`src/rtl/bundle_responder.sv`:
```
// ============================================================================
// bundle_responder : valid/ready request responder over a small register array
// Revision         : 1.0
// ============================================================================
`default_nettype none

module bundle_responder #(
  parameter int DATA_W       = 8,
  parameter int ADDR_W       = 2,
  parameter int DEPTH        = 4,
  parameter int STALL_CYCLES = 0,
  parameter int CNT_W        = 16
) (
  input  logic              clock,
  input  logic              reset_n,
  input  logic              req_valid,
  output logic              req_ready,
  input  logic              req_bits_write,
  input  logic [ADDR_W-1:0] req_bits_addr,
  input  logic [DATA_W-1:0] req_bits_data,
  output logic              resp_valid,
  input  logic              resp_ready,
  output logic [DATA_W-1:0] resp_bits_data,
  output logic              resp_bits_err,
  output logic [CNT_W-1:0]  txn_count
);

  typedef enum logic [1:0] {
    ST_IDLE  = 2'd0,
    ST_RESP  = 2'd1,
    ST_STALL = 2'd2
  } state_t;

  localparam int                 STALL_W    = (STALL_CYCLES < 2) ? 1 : $clog2(STALL_CYCLES + 1);
  localparam logic [STALL_W-1:0] STALL_LOAD = STALL_W'(STALL_CYCLES);
  localparam logic [ADDR_W:0]    DEPTH_EXT  = (ADDR_W + 1)'(DEPTH);

  function automatic logic [DATA_W-1:0] init_val(input int idx);
    return DATA_W'((idx + 1) * 16);
  endfunction

  state_t              state_q, state_d;
  logic [STALL_W-1:0]  stall_cnt_q, stall_cnt_d;
  logic [DATA_W-1:0]   resp_data_q, resp_data_d;
  logic                resp_err_q, resp_err_d;
  logic                resp_valid_q, resp_valid_d;
  logic                req_ready_q, req_ready_d;
  logic [CNT_W-1:0]    txn_count_q, txn_count_d;
  logic [DATA_W-1:0]   mem_q [DEPTH];
  logic [DATA_W-1:0]   mem_d [DEPTH];

  logic                req_fire;
  logic                addr_ok;
  logic [DATA_W-1:0]   rd_data;

  assign req_fire = req_valid && req_ready_q && (state_q == ST_IDLE);
  assign addr_ok  = ({1'b0, req_bits_addr} < DEPTH_EXT);

  // Read mux only spans the implemented entries; unimplemented indices read 0.
  always_comb begin
    rd_data = '0;
    for (int i = 0; i < DEPTH; i++) begin
      if (req_bits_addr == ADDR_W'(i)) rd_data = mem_q[i];
    end
  end

  always_comb begin
    state_d     = state_q;
    stall_cnt_d = stall_cnt_q;
    resp_data_d = resp_data_q;
    resp_err_d  = resp_err_q;
    txn_count_d = txn_count_q;
    mem_d       = mem_q;

    case (state_q)
      ST_IDLE: begin
        if (req_fire) begin
          state_d = ST_RESP;
          if (!addr_ok) begin
            resp_data_d = '0;
            resp_err_d  = 1'b1;
          end else if (req_bits_write) begin
            resp_data_d = req_bits_data;
            resp_err_d  = 1'b0;
            for (int i = 0; i < DEPTH; i++) begin
              if (req_bits_addr == ADDR_W'(i)) mem_d[i] = req_bits_data;
            end
          end else begin
            resp_data_d = rd_data;
            resp_err_d  = 1'b0;
          end
        end
      end
      ST_RESP: begin
        if (resp_ready) begin
          txn_count_d = txn_count_q + CNT_W'(1);
          if (STALL_CYCLES == 0) begin
            state_d = ST_IDLE;
          end else begin
            state_d     = ST_STALL;
            stall_cnt_d = STALL_LOAD;
          end
        end
      end
      ST_STALL: begin
        // Leaving on a count of 1 gives exactly STALL_CYCLES low-ready cycles.
        if (stall_cnt_q <= STALL_W'(1)) begin
          state_d = ST_IDLE;
        end else begin
          stall_cnt_d = stall_cnt_q - STALL_W'(1);
        end
      end
      default: state_d = ST_IDLE;
    endcase

    req_ready_d  = (state_d == ST_IDLE);
    resp_valid_d = (state_d == ST_RESP);
  end

  always_ff @(posedge clock or negedge reset_n) begin
    if (!reset_n) begin
      state_q      <= ST_IDLE;
      stall_cnt_q  <= '0;
      resp_data_q  <= '0;
      resp_err_q   <= 1'b0;
      resp_valid_q <= 1'b0;
      req_ready_q  <= 1'b0;
      txn_count_q  <= '0;
      for (int i = 0; i < DEPTH; i++) mem_q[i] <= init_val(i);
    end else begin
      state_q      <= state_d;
      stall_cnt_q  <= stall_cnt_d;
      resp_data_q  <= resp_data_d;
      resp_err_q   <= resp_err_d;
      resp_valid_q <= resp_valid_d;
      req_ready_q  <= req_ready_d;
      txn_count_q  <= txn_count_d;
      for (int i = 0; i < DEPTH; i++) mem_q[i] <= mem_d[i];
    end
  end

  assign req_ready      = req_ready_q;
  assign resp_valid     = resp_valid_q;
  assign resp_bits_data = resp_data_q;
  assign resp_bits_err  = resp_err_q;
  assign txn_count      = txn_count_q;

endmodule

`default_nettype wire

```
`config.mk`:
```
export PLATFORM = sky130hd
export DESIGN_NAME = bundle_responder
export DESIGN_NICKNAME = d
export VERILOG_FILES = /design/src/rtl/bundle_responder.sv
export SDC_FILE = /design/constraint.sdc
export NUM_CORES = 1
export LEC_CHECK = 0
export BUFFER_PORTS_ARGS = -buffer_cell sky130_fd_sc_hd__buf_2
export CORE_MARGIN = 4
export CORE_UTILIZATION = 40
export CTS_CLUSTER_SIZE = 40
export DETAILED_ROUTE_END_ITERATION = 8
export SYNTH_ARGS = -nofsm -noshare
export SYNTH_HDL_FRONTEND = slang
export SYNTH_SLANG_ARGS = --single-unit
```
`constraint.sdc`:
```
create_clock -name clock -period 3.6 [get_ports clock]
set_input_delay 1.08 -clock clock [delete_from_list [all_inputs] [get_ports clock]]
set_output_delay 1.08 -clock clock [all_outputs]
set_load 0.02 [all_outputs]
```
==> impl_metrics.xml, run 1 <==
<?xml version="1.0" encoding="UTF-8"?>
<metrics>
  <group name="run_status">
    <metric name="outcome" unit="">finished clean</metric>
  </group>
  <group name="clock_tree">
    <metric name="post_cts_resized" unit="">0</metric>
    <metric name="tritoncts_clock_tree" unit="">yes</metric>
    <metric name="cts.clk_slew.worst_paths" unit="ps">60</metric>
    <metric name="clk-insertion-delay-late" unit="ps">330</metric>
    <metric name="clkSinkCount" unit="">60</metric>
    <metric name="clock-root-buffer" unit="">sky130_fd_sc_hd__clkbuf_8</metric>
    <metric name="cts.hold.buffers_added" unit="">0</metric>
    <metric name="post-cts-setup-buffer-count" unit="">0</metric>
    <metric name="cts_max_path_buffers" unit="">2</metric>
    <metric name="htree_num_levels" unit="">3</metric>
    <metric name="total_clock_buffers_created_by_cts" unit="">9</metric>
  </group>
  <group name="die">
    <metric name="chipWidth" unit="um">89.4</metric>
    <metric name="floorplan.rows" unit="">29</metric>
    <metric name="initial_core_utilization" unit="%">41.5</metric>
    <metric name="core-area" unit="um^2">6390</metric>
    <metric name="pin_count" unit="">42</metric>
    <metric name="floorplan.die.height" unit="um">89.4</metric>
    <metric name="fp.dieArea" unit="um^2">8000</metric>
  </group>
  <group name="yosys">
    <metric name="synthDistinctLibCells" unit="">32</metric>
    <metric name="netlist.top_cell.by_area" unit="">sky130_fd_sc_hd__dfrtp_1</metric>
    <metric name="seq_area_frac_synth" unit="%">56.9</metric>
    <metric name="yosys_register_bits" unit="">60</metric>
    <metric name="post-synth-top-area-fraction" unit="%">51.9</metric>
    <metric name="synth.avg_cell_area" unit="um^2">14.6</metric>
    <metric name="synth.yosys.warnings" unit="">0</metric>
    <metric name="synth_top_cells_by_area" unit="">sky130_fd_sc_hd__dfrtp_1 52%, sky130_fd_sc_hd__mux2_2 14%, sky130_fd_sc_hd__mux4_2 6.8%</metric>
    <metric name="netlist_area" unit="um^2">2650</metric>
    <metric name="post_synth_inst_count" unit="">182</metric>
  </group>
  <group name="sta">
    <metric name="finalClockSkew" unit="ps">5.55</metric>
    <metric name="setup_viol" unit="">0</metric>
    <metric name="maxSlewHeadroom" unit="%">50.5</metric>
    <metric name="fmax" unit="MHz">423</metric>
    <metric name="hold_violations" unit="">0</metric>
    <metric name="final.setup.worst_slack" unit="ps">1230</metric>
    <metric name="maxSlewViolCount" unit="">0</metric>
    <metric name="worst_max_slew_pin_slew" unit="ps">742</metric>
    <metric name="setup_tns" unit="ps">0</metric>
    <metric name="finalCriticalPeriod" unit="ps">2370</metric>
    <metric name="grt_setup_unrepaired" unit="">no</metric>
    <metric name="final.period_utilization" unit="%">65.7</metric>
  </group>
  <group name="critical_path">
    <metric name="crit_slowest_cell" unit="">sky130_fd_sc_hd__and4bb_2</metric>
    <metric name="reg2reg_depth" unit="">4</metric>
    <metric name="crit_path_max_incr_delay" unit="ps">540</metric>
    <metric name="path_cells" unit="">buf_2 &gt; and4bb_2 &gt; nand2_2 &gt; nor3_4 &gt; mux2_2</metric>
    <metric name="worst-setup-path-type" unit="">in2reg</metric>
    <metric name="crit_path_start" unit="">req_valid</metric>
    <metric name="critical_path.max_fanout" unit="">22</metric>
    <metric name="reg2reg_to" unit="">mem_q[30]</metric>
    <metric name="critical-path-top-delay-family" unit="">simple AND/OR/NAND/NOR gates</metric>
    <metric name="critPathArrivalTime" unit="ps">2580</metric>
    <metric name="critical_path.n_buffers_inverters" unit="">1</metric>
    <metric name="cp-end-kind" unit="">flop</metric>
    <metric name="worst-r2r-setup-slack" unit="ps">1580</metric>
    <metric name="setup.worst_path.start_class" unit="">input pin</metric>
    <metric name="r2r_start" unit="">state_q[0]</metric>
    <metric name="worst_ep_required_time" unit="ps">3810</metric>
  </group>
  <group name="finish">
    <metric name="finalNetCount" unit="">243</metric>
    <metric name="layout-drive-gt1-share" unit="%">47.0</metric>
    <metric name="instances_no_fill" unit="">309</metric>
    <metric name="insertedDiodeCount" unit="">0</metric>
    <metric name="area_growth_syn_to_layout" unit="%">18.5</metric>
    <metric name="fillerInstances" unit="">578</metric>
  </group>
  <group name="detailed_routing">
    <metric name="wl_per_cell" unit="um">16.0</metric>
    <metric name="final_antenna_net_count" unit="">0</metric>
    <metric name="first_iter_violations" unit="">35</metric>
    <metric name="drc" unit="">0</metric>
    <metric name="route.final.wire_length" unit="um">4940</metric>
    <metric name="overall_via_count_from_detail_route" unit="">1564</metric>
    <metric name="post_drt_via_cell_ratio" unit="">5.06</metric>
    <metric name="detailedRoute.firstPassIterationCount" unit="">4</metric>
  </group>
  <group name="global_route">
    <metric name="grt_first_pass_wirelength" unit="um">8470</metric>
    <metric name="total_routing_usage_reported_by_global_routing" unit="%">14.5</metric>
    <metric name="antenna_found_initial" unit="">0</metric>
    <metric name="maximum_number_of_pins_on_one_net_before_global_route_repair" unit="">61</metric>
    <metric name="grt_pass1_vias" unit="">1646</metric>
    <metric name="global_route.overflow_total" unit="">0</metric>
  </group>
  <group name="power">
    <metric name="max-vdd-ir-drop" unit="V">0.000546</metric>
    <metric name="power.leakage" unit="uW">0.00148</metric>
    <metric name="p_total" unit="uW">1970</metric>
    <metric name="pwr_density_cell" unit="nW/um^2">627</metric>
  </group>
  <group name="placed_design">
    <metric name="io_buffers" unit="">40</metric>
    <metric name="preCtsSetupSlack" unit="ps">866</metric>
    <metric name="dp_cells" unit="">293</metric>
    <metric name="gp_routability_congestion" unit="">0.737</metric>
    <metric name="post_detail_place_hpwl" unit="um">3250</metric>
  </group>
  <group name="hold_path">
    <metric name="worst_hold_path_type" unit="">reg2reg</metric>
    <metric name="holdPathEnd" unit="">txn_count[15]</metric>
    <metric name="hold_path.startpoint" unit="">txn_count[15]</metric>
    <metric name="whs_path_depth" unit="">1</metric>
  </group>
  <group name="job">
    <metric name="cap_viol_max_count" unit="">0</metric>
  </group>
</metrics>
cells in the mapped netlist, drive strengths merged:
library cell and instances:
dfstp 5, xnor2 14, a21oi 8, and4b 1, or2 2, dfrtp 55, ha 1, nor3b 1
mux4 8, mux2i 8, nand2 5, buf 6, nor3 1, nand4b 3, and4 3, and2 2
inv 1, nand4 3, nor2 8, clkbuf 2, nand3b 1, conb 1, nand3 6, mux2 33
and3 2, xor2 1, and4bb 1
placed cells by master, fill, tap and decap left out, types with 3 or more instances in the layout:
cell type                   count
sky130_fd_sc_hd__mux2i_1        8
sky130_fd_sc_hd__mux2_2        33
sky130_fd_sc_hd__dfrtp_1       55
sky130_fd_sc_hd__xnor2_1       14
sky130_fd_sc_hd__dfstp_2        5
sky130_fd_sc_hd__nor2_1         8
sky130_fd_sc_hd__nand2_1        4
sky130_fd_sc_hd__mux4_2         8
sky130_fd_sc_hd__and4_1         3
sky130_fd_sc_hd__bufinv_16      3
sky130_fd_sc_hd__nand3_1        6
sky130_fd_sc_hd__buf_2         40
sky130_fd_sc_hd__a21oi_1        8
sky130_fd_sc_hd__clkbuf_8       9
cell families after synthesis:
logic type               synth area share [%]
AO/OA/AOI/OAI                            1.51
XOR/XNOR                                 4.96
adder cells (fa/ha/maj)                 0.472
buffers and inverters                    1.98
flip-flops                               56.9
multiplexers                             23.8
other                                   0.141
AND/OR/NAND/NOR                          10.2
worst reg2reg max path, stage by stage (launching register included):
cell and delay, ps:
sky130_fd_sc_hd__dfrtp_1 410, sky130_fd_sc_hd__and4bb_2 620, sky130_fd_sc_hd__nand2_2 130, sky130_fd_sc_hd__nor3_4 360, sky130_fd_sc_hd__mux2_2 390
sequential cells by signal (all words and copies together), names as in the netlist:
| signal | cells |
|---|---|
| mem_q | 32 |
| resp_valid | 1 |
| state_q | 2 |
| txn_count | 16 |
| resp_bits_data | 8 |
| req_ready | 1 |
report_power, final:
group | internal, uW | switching [uW]
Clock | 458 | 256
Combinational | 184 | 164
Sequential | 823 | 82.8
stage by stage:
step,hold WS (ps),cell area [um^2],util (%)
after global placement,455,2910,45.6
after detailed placement,461,2910,45.6
final,471,3140,49.2
after CTS,472,3140,49.2
after global routing,505,3140,49.2
after floorplan,474,2660,-
layer usage:
layer  routed length [um]  vias to the layer above  GRT usage (%)  part of all wire (%)
met4                   25                        0           4.47                  0.51
met5                    0                        -              0                     0
li1                     -                      747              -                     -
met3                  282                        4           5.99                   5.7
met1                 2260                      771           18.8                    46
met2                 2370                       42           22.3                    48
worst max-delay path by stage:
stage | end | slack (ps) | cells after the start
after floorplan | mem_q[24] | 1410 | 4
final | mem_q[30] | 1230 | 5
after global placement | mem_q[30] | 890 | 5
after global routing | mem_q[30] | 1110 | 5
after CTS | mem_q[24] | 1220 | 5
after detailed placement | mem_q[29] | 870 | 5
layout make-up:
| type | count | area [um^2] | share of cell area (%) |
|---|---|---|---|
| Sequential cell | 60 | 1510 | 48.0 |
| Multi-Input combinational cell | 114 | 1090 | 34.8 |
| Timing Repair Buffer | 41 | 208 | 6.61 |
| Clock buffer | 11 | 131 | 4.18 |
| Clock inverter | 5 | 100 | 3.19 |
| Tap cell | 77 | 96.3 | 3.07 |
| Inverter | 1 | 3.75 | 0.119 |
(Power assumes the default switching activity.)
==> run 2: changes to the inputs <==
--- a/config.mk
+++ b/config.mk
@@ -5,6 +5,7 @@
 export SDC_FILE = /design/constraint.sdc
 export NUM_CORES = 1
 export LEC_CHECK = 0
+export ABC_AREA = 1
 export BUFFER_PORTS_ARGS = -buffer_cell sky130_fd_sc_hd__buf_2
 export CORE_MARGIN = 4
 export CORE_UTILIZATION = 40
==> constraint.sdc (replaced) <==
create_clock -name clock -period 2.1 [get_ports clock]
set_input_delay 0.63 -clock clock [delete_from_list [all_inputs] [get_ports clock]]
set_output_delay 0.63 -clock clock [all_outputs]
set_load 0.02 [all_outputs]
==> impl_metrics.xml, run 2 <==
<?xml version="1.0" encoding="UTF-8"?>
<metrics>
  <group name="detailed_routing">
    <metric name="overall_via_count_from_detail_route" unit="">2250</metric>
    <metric name="first_iter_violations" unit="">57</metric>
    <metric name="route.final.wire_length" unit="um">6170</metric>
    <metric name="post_drt_via_cell_ratio" unit="">4.64</metric>
    <metric name="final_antenna_net_count" unit="">0</metric>
    <metric name="drc" unit="">0</metric>
    <metric name="wl_per_cell" unit="um">12.7</metric>
    <metric name="detailedRoute.firstPassIterationCount" unit="">4</metric>
  </group>
  <group name="finish">
    <metric name="max_flop_register" unit="">mem_q</metric>
    <metric name="area_growth_syn_to_layout" unit="%">19.2</metric>
    <metric name="layout.core_utilization" unit="%">50.1</metric>
    <metric name="insertedDiodeCount" unit="">0</metric>
    <metric name="final_cell_mix" unit="">109 x sky130_fd_sc_hd__nand2_1, 55 x sky130_fd_sc_hd__dfrtp_1, 40 x sky130_fd_sc_hd__buf_2</metric>
    <metric name="layout-drive-gt1-share" unit="%">27.2</metric>
    <metric name="layout.cells.most_common" unit="">sky130_fd_sc_hd__nand2_1</metric>
    <metric name="finalNetCount" unit="">400</metric>
    <metric name="largest_reg_flops" unit="">32</metric>
  </group>
  <group name="clock_tree">
    <metric name="cts.hold.buffers_added" unit="">0</metric>
    <metric name="clk-insertion-delay-late" unit="ps">340</metric>
    <metric name="post_cts_resized" unit="">0</metric>
    <metric name="total_clock_buffers_created_by_cts" unit="">9</metric>
    <metric name="cts.clk_slew.worst_paths" unit="ps">70</metric>
    <metric name="htree_num_levels" unit="">3</metric>
    <metric name="post-cts-setup-buffer-count" unit="">0</metric>
    <metric name="cts_max_path_buffers" unit="">2</metric>
    <metric name="clock-root-buffer" unit="">sky130_fd_sc_hd__clkbuf_8</metric>
    <metric name="tritoncts_clock_tree" unit="">yes</metric>
    <metric name="clkSinkCount" unit="">60</metric>
  </group>
  <group name="critical_path">
    <metric name="crit_slowest_cell" unit="">sky130_fd_sc_hd__dfrtp_1</metric>
    <metric name="setup.worst_path.start_class" unit="">flop</metric>
    <metric name="worst-setup-path-type" unit="">reg2out</metric>
    <metric name="cp-end-kind" unit="">output port</metric>
    <metric name="worst-r2r-setup-slack" unit="ps">610</metric>
    <metric name="critPathArrivalTime" unit="ps">970</metric>
    <metric name="worst_ep_required_time" unit="ps">1470</metric>
    <metric name="reg2reg_to" unit="">mem_q[19]</metric>
    <metric name="critical_path.n_buffers_inverters" unit="">1</metric>
    <metric name="critical_path.max_fanout" unit="">5</metric>
    <metric name="critical-path-top-delay-family" unit="">flip-flops</metric>
    <metric name="path_cells" unit="">buf_2</metric>
    <metric name="reg2reg_depth" unit="">8</metric>
    <metric name="r2r_start" unit="">state_q[0]</metric>
    <metric name="crit_path_max_incr_delay" unit="ps">440</metric>
  </group>
  <group name="sta">
    <metric name="finalClockSkew" unit="ps">9.43</metric>
    <metric name="maxSlewViolCount" unit="">0</metric>
    <metric name="fmax" unit="MHz">623</metric>
    <metric name="setup_viol" unit="">0</metric>
    <metric name="grt_setup_unrepaired" unit="">no</metric>
    <metric name="finalCriticalPeriod" unit="ps">1600</metric>
    <metric name="final.period_utilization" unit="%">76.4</metric>
    <metric name="hold_violations" unit="">0</metric>
    <metric name="setup_tns" unit="ps">0</metric>
  </group>
  <group name="yosys">
    <metric name="synth_enable_flop_cells" unit="">0</metric>
    <metric name="yosys_register_bits" unit="">60</metric>
    <metric name="post-synth-top-area-fraction" unit="%">47.4</metric>
    <metric name="synthDistinctLibCells" unit="">30</metric>
    <metric name="synth.avg_cell_area" unit="um^2">8.75</metric>
    <metric name="post_synth_most_frequent_cells" unit="">109 x sky130_fd_sc_hd__nand2_1, 55 x sky130_fd_sc_hd__dfrtp_1, 33 x sky130_fd_sc_hd__inv_1</metric>
    <metric name="yosys.cell_count.top_type" unit="">sky130_fd_sc_hd__nand2_1</metric>
    <metric name="postSynth.asyncResetShare" unit="%">100</metric>
    <metric name="ys.flop_type" unit="">sky130_fd_sc_hd__dfrtp_1</metric>
    <metric name="seq_area_frac_synth" unit="%">51.9</metric>
    <metric name="netlist_area" unit="um^2">2910</metric>
    <metric name="synth_top_cells_by_area" unit="">sky130_fd_sc_hd__dfrtp_1 47%, sky130_fd_sc_hd__nand2_1 14%, sky130_fd_sc_hd__o21ai_2 6.6%</metric>
    <metric name="netlist.top_cell.by_area" unit="">sky130_fd_sc_hd__dfrtp_1</metric>
    <metric name="synth.yosys.warnings" unit="">0</metric>
    <metric name="post_synth_inst_count" unit="">332</metric>
  </group>
  <group name="power">
    <metric name="power.leakage" unit="uW">0.00176</metric>
    <metric name="max-vdd-ir-drop" unit="V">0.000537</metric>
    <metric name="pwr_density_cell" unit="nW/um^2">985</metric>
  </group>
  <group name="global_route">
    <metric name="antenna_found_initial" unit="">0</metric>
    <metric name="maximum_number_of_pins_on_one_net_before_global_route_repair" unit="">61</metric>
    <metric name="total_routing_usage_reported_by_global_routing" unit="%">15.8</metric>
    <metric name="global_route.overflow_total" unit="">0</metric>
    <metric name="grt_first_pass_wirelength" unit="um">10700</metric>
    <metric name="grt_pass1_vias" unit="">2203</metric>
  </group>
  <group name="die">
    <metric name="chipWidth" unit="um">93.2</metric>
    <metric name="core-area" unit="um^2">6910</metric>
    <metric name="floorplan.rows" unit="">30</metric>
    <metric name="floorplan.die.height" unit="um">93.2</metric>
    <metric name="fp.dieArea" unit="um^2">8690</metric>
    <metric name="initial_core_utilization" unit="%">42.1</metric>
    <metric name="pin_count" unit="">42</metric>
  </group>
  <group name="job">
    <metric name="cap_viol_max_count" unit="">0</metric>
  </group>
  <group name="placed_design">
    <metric name="post_detail_place_hpwl" unit="um">4290</metric>
    <metric name="gp_routability_congestion" unit="">0.825</metric>
    <metric name="io_buffers" unit="">40</metric>
  </group>
  <group name="hold_path">
    <metric name="worst_hold_path_type" unit="">in2async</metric>
  </group>
  <group name="run_status">
    <metric name="outcome" unit="">finished clean</metric>
  </group>
</metrics>
-- run 2: cell count changes in the layout (fill, tap and decap cells not counted), sizes merged, moves of 11 or more --
cell	delta
nand2	+113
o21ai	+41
inv	+34
mux2	-33
nor2	+23
nand3	+11
xnor2	-11
-- run 2: power breakdown --
part / switching (uW) / leakage (uW) / total (uW) / internal [uW]
clock network: 438 / 0.000116 / 1200 / 766
registers: 154 / 0.000738 / 1560 / 1410
logic: 387 / 0.000907 / 644 / 258
-- run 2: cell type report --
cell class / instances / area, um^2
fill: 702 / 3440
timing repair buffer: 45 / 250
multi-input combinational: 233 / 1200
clock inverter: 3 / 67.6
clock buffer: 13 / 169
inverter: 35 / 144
sequential: 60 / 1510
tap: 96 / 120
-- run 2: cell families after synthesis --
family,synth area share (%)
buf+inv,6.76
simple gates,27.0
fa+ha+maj,0.431
xor+xnor,2.11
other cells,0.129
flops,51.9
compound gates,11.7
-- run 2: per-stage QoR --
step	total power, uW	hold slack [ps]	cell area [um^2]	std cells	setup slack [ps]
after detailed placement	2230	468	3230	469	350
after global placement	2220	461	3230	469	401
after global routing	3610	317	3460	485	429
after CTS	3460	290	3460	485	477
final	3410	285	3460	485	495
after floorplan	2010	334	2910	333	626
-- run 2: routing by layer --
| layer | share of wire, % | wire (um) | GRT usage (%) |
|---|---|---|---|
| met3 | 6.4 | 397 | 5.55 |
| met4 | 1.6 | 96 | 4.76 |
| met5 | 0 | 0 | 0 |
| met2 | 45 | 2800 | 25.3 |
| met1 | 47 | 2870 | 20.1 |
-- run 2: how the worst max path moves through the flow --
stage                     slack (ps)             to          start  cells past startpoint
after detailed placement         350  txn_count[11]     resp_ready                      8
after global placement           400  txn_count[11]     resp_ready                      8
after floorplan                  630  txn_count[11]     resp_ready                      7
after global routing             430   txn_count[9]     state_q[1]                      6
final                            500  txn_count[13]  txn_count[13]                      1
after CTS                        480  txn_count[13]  txn_count[13]                      1
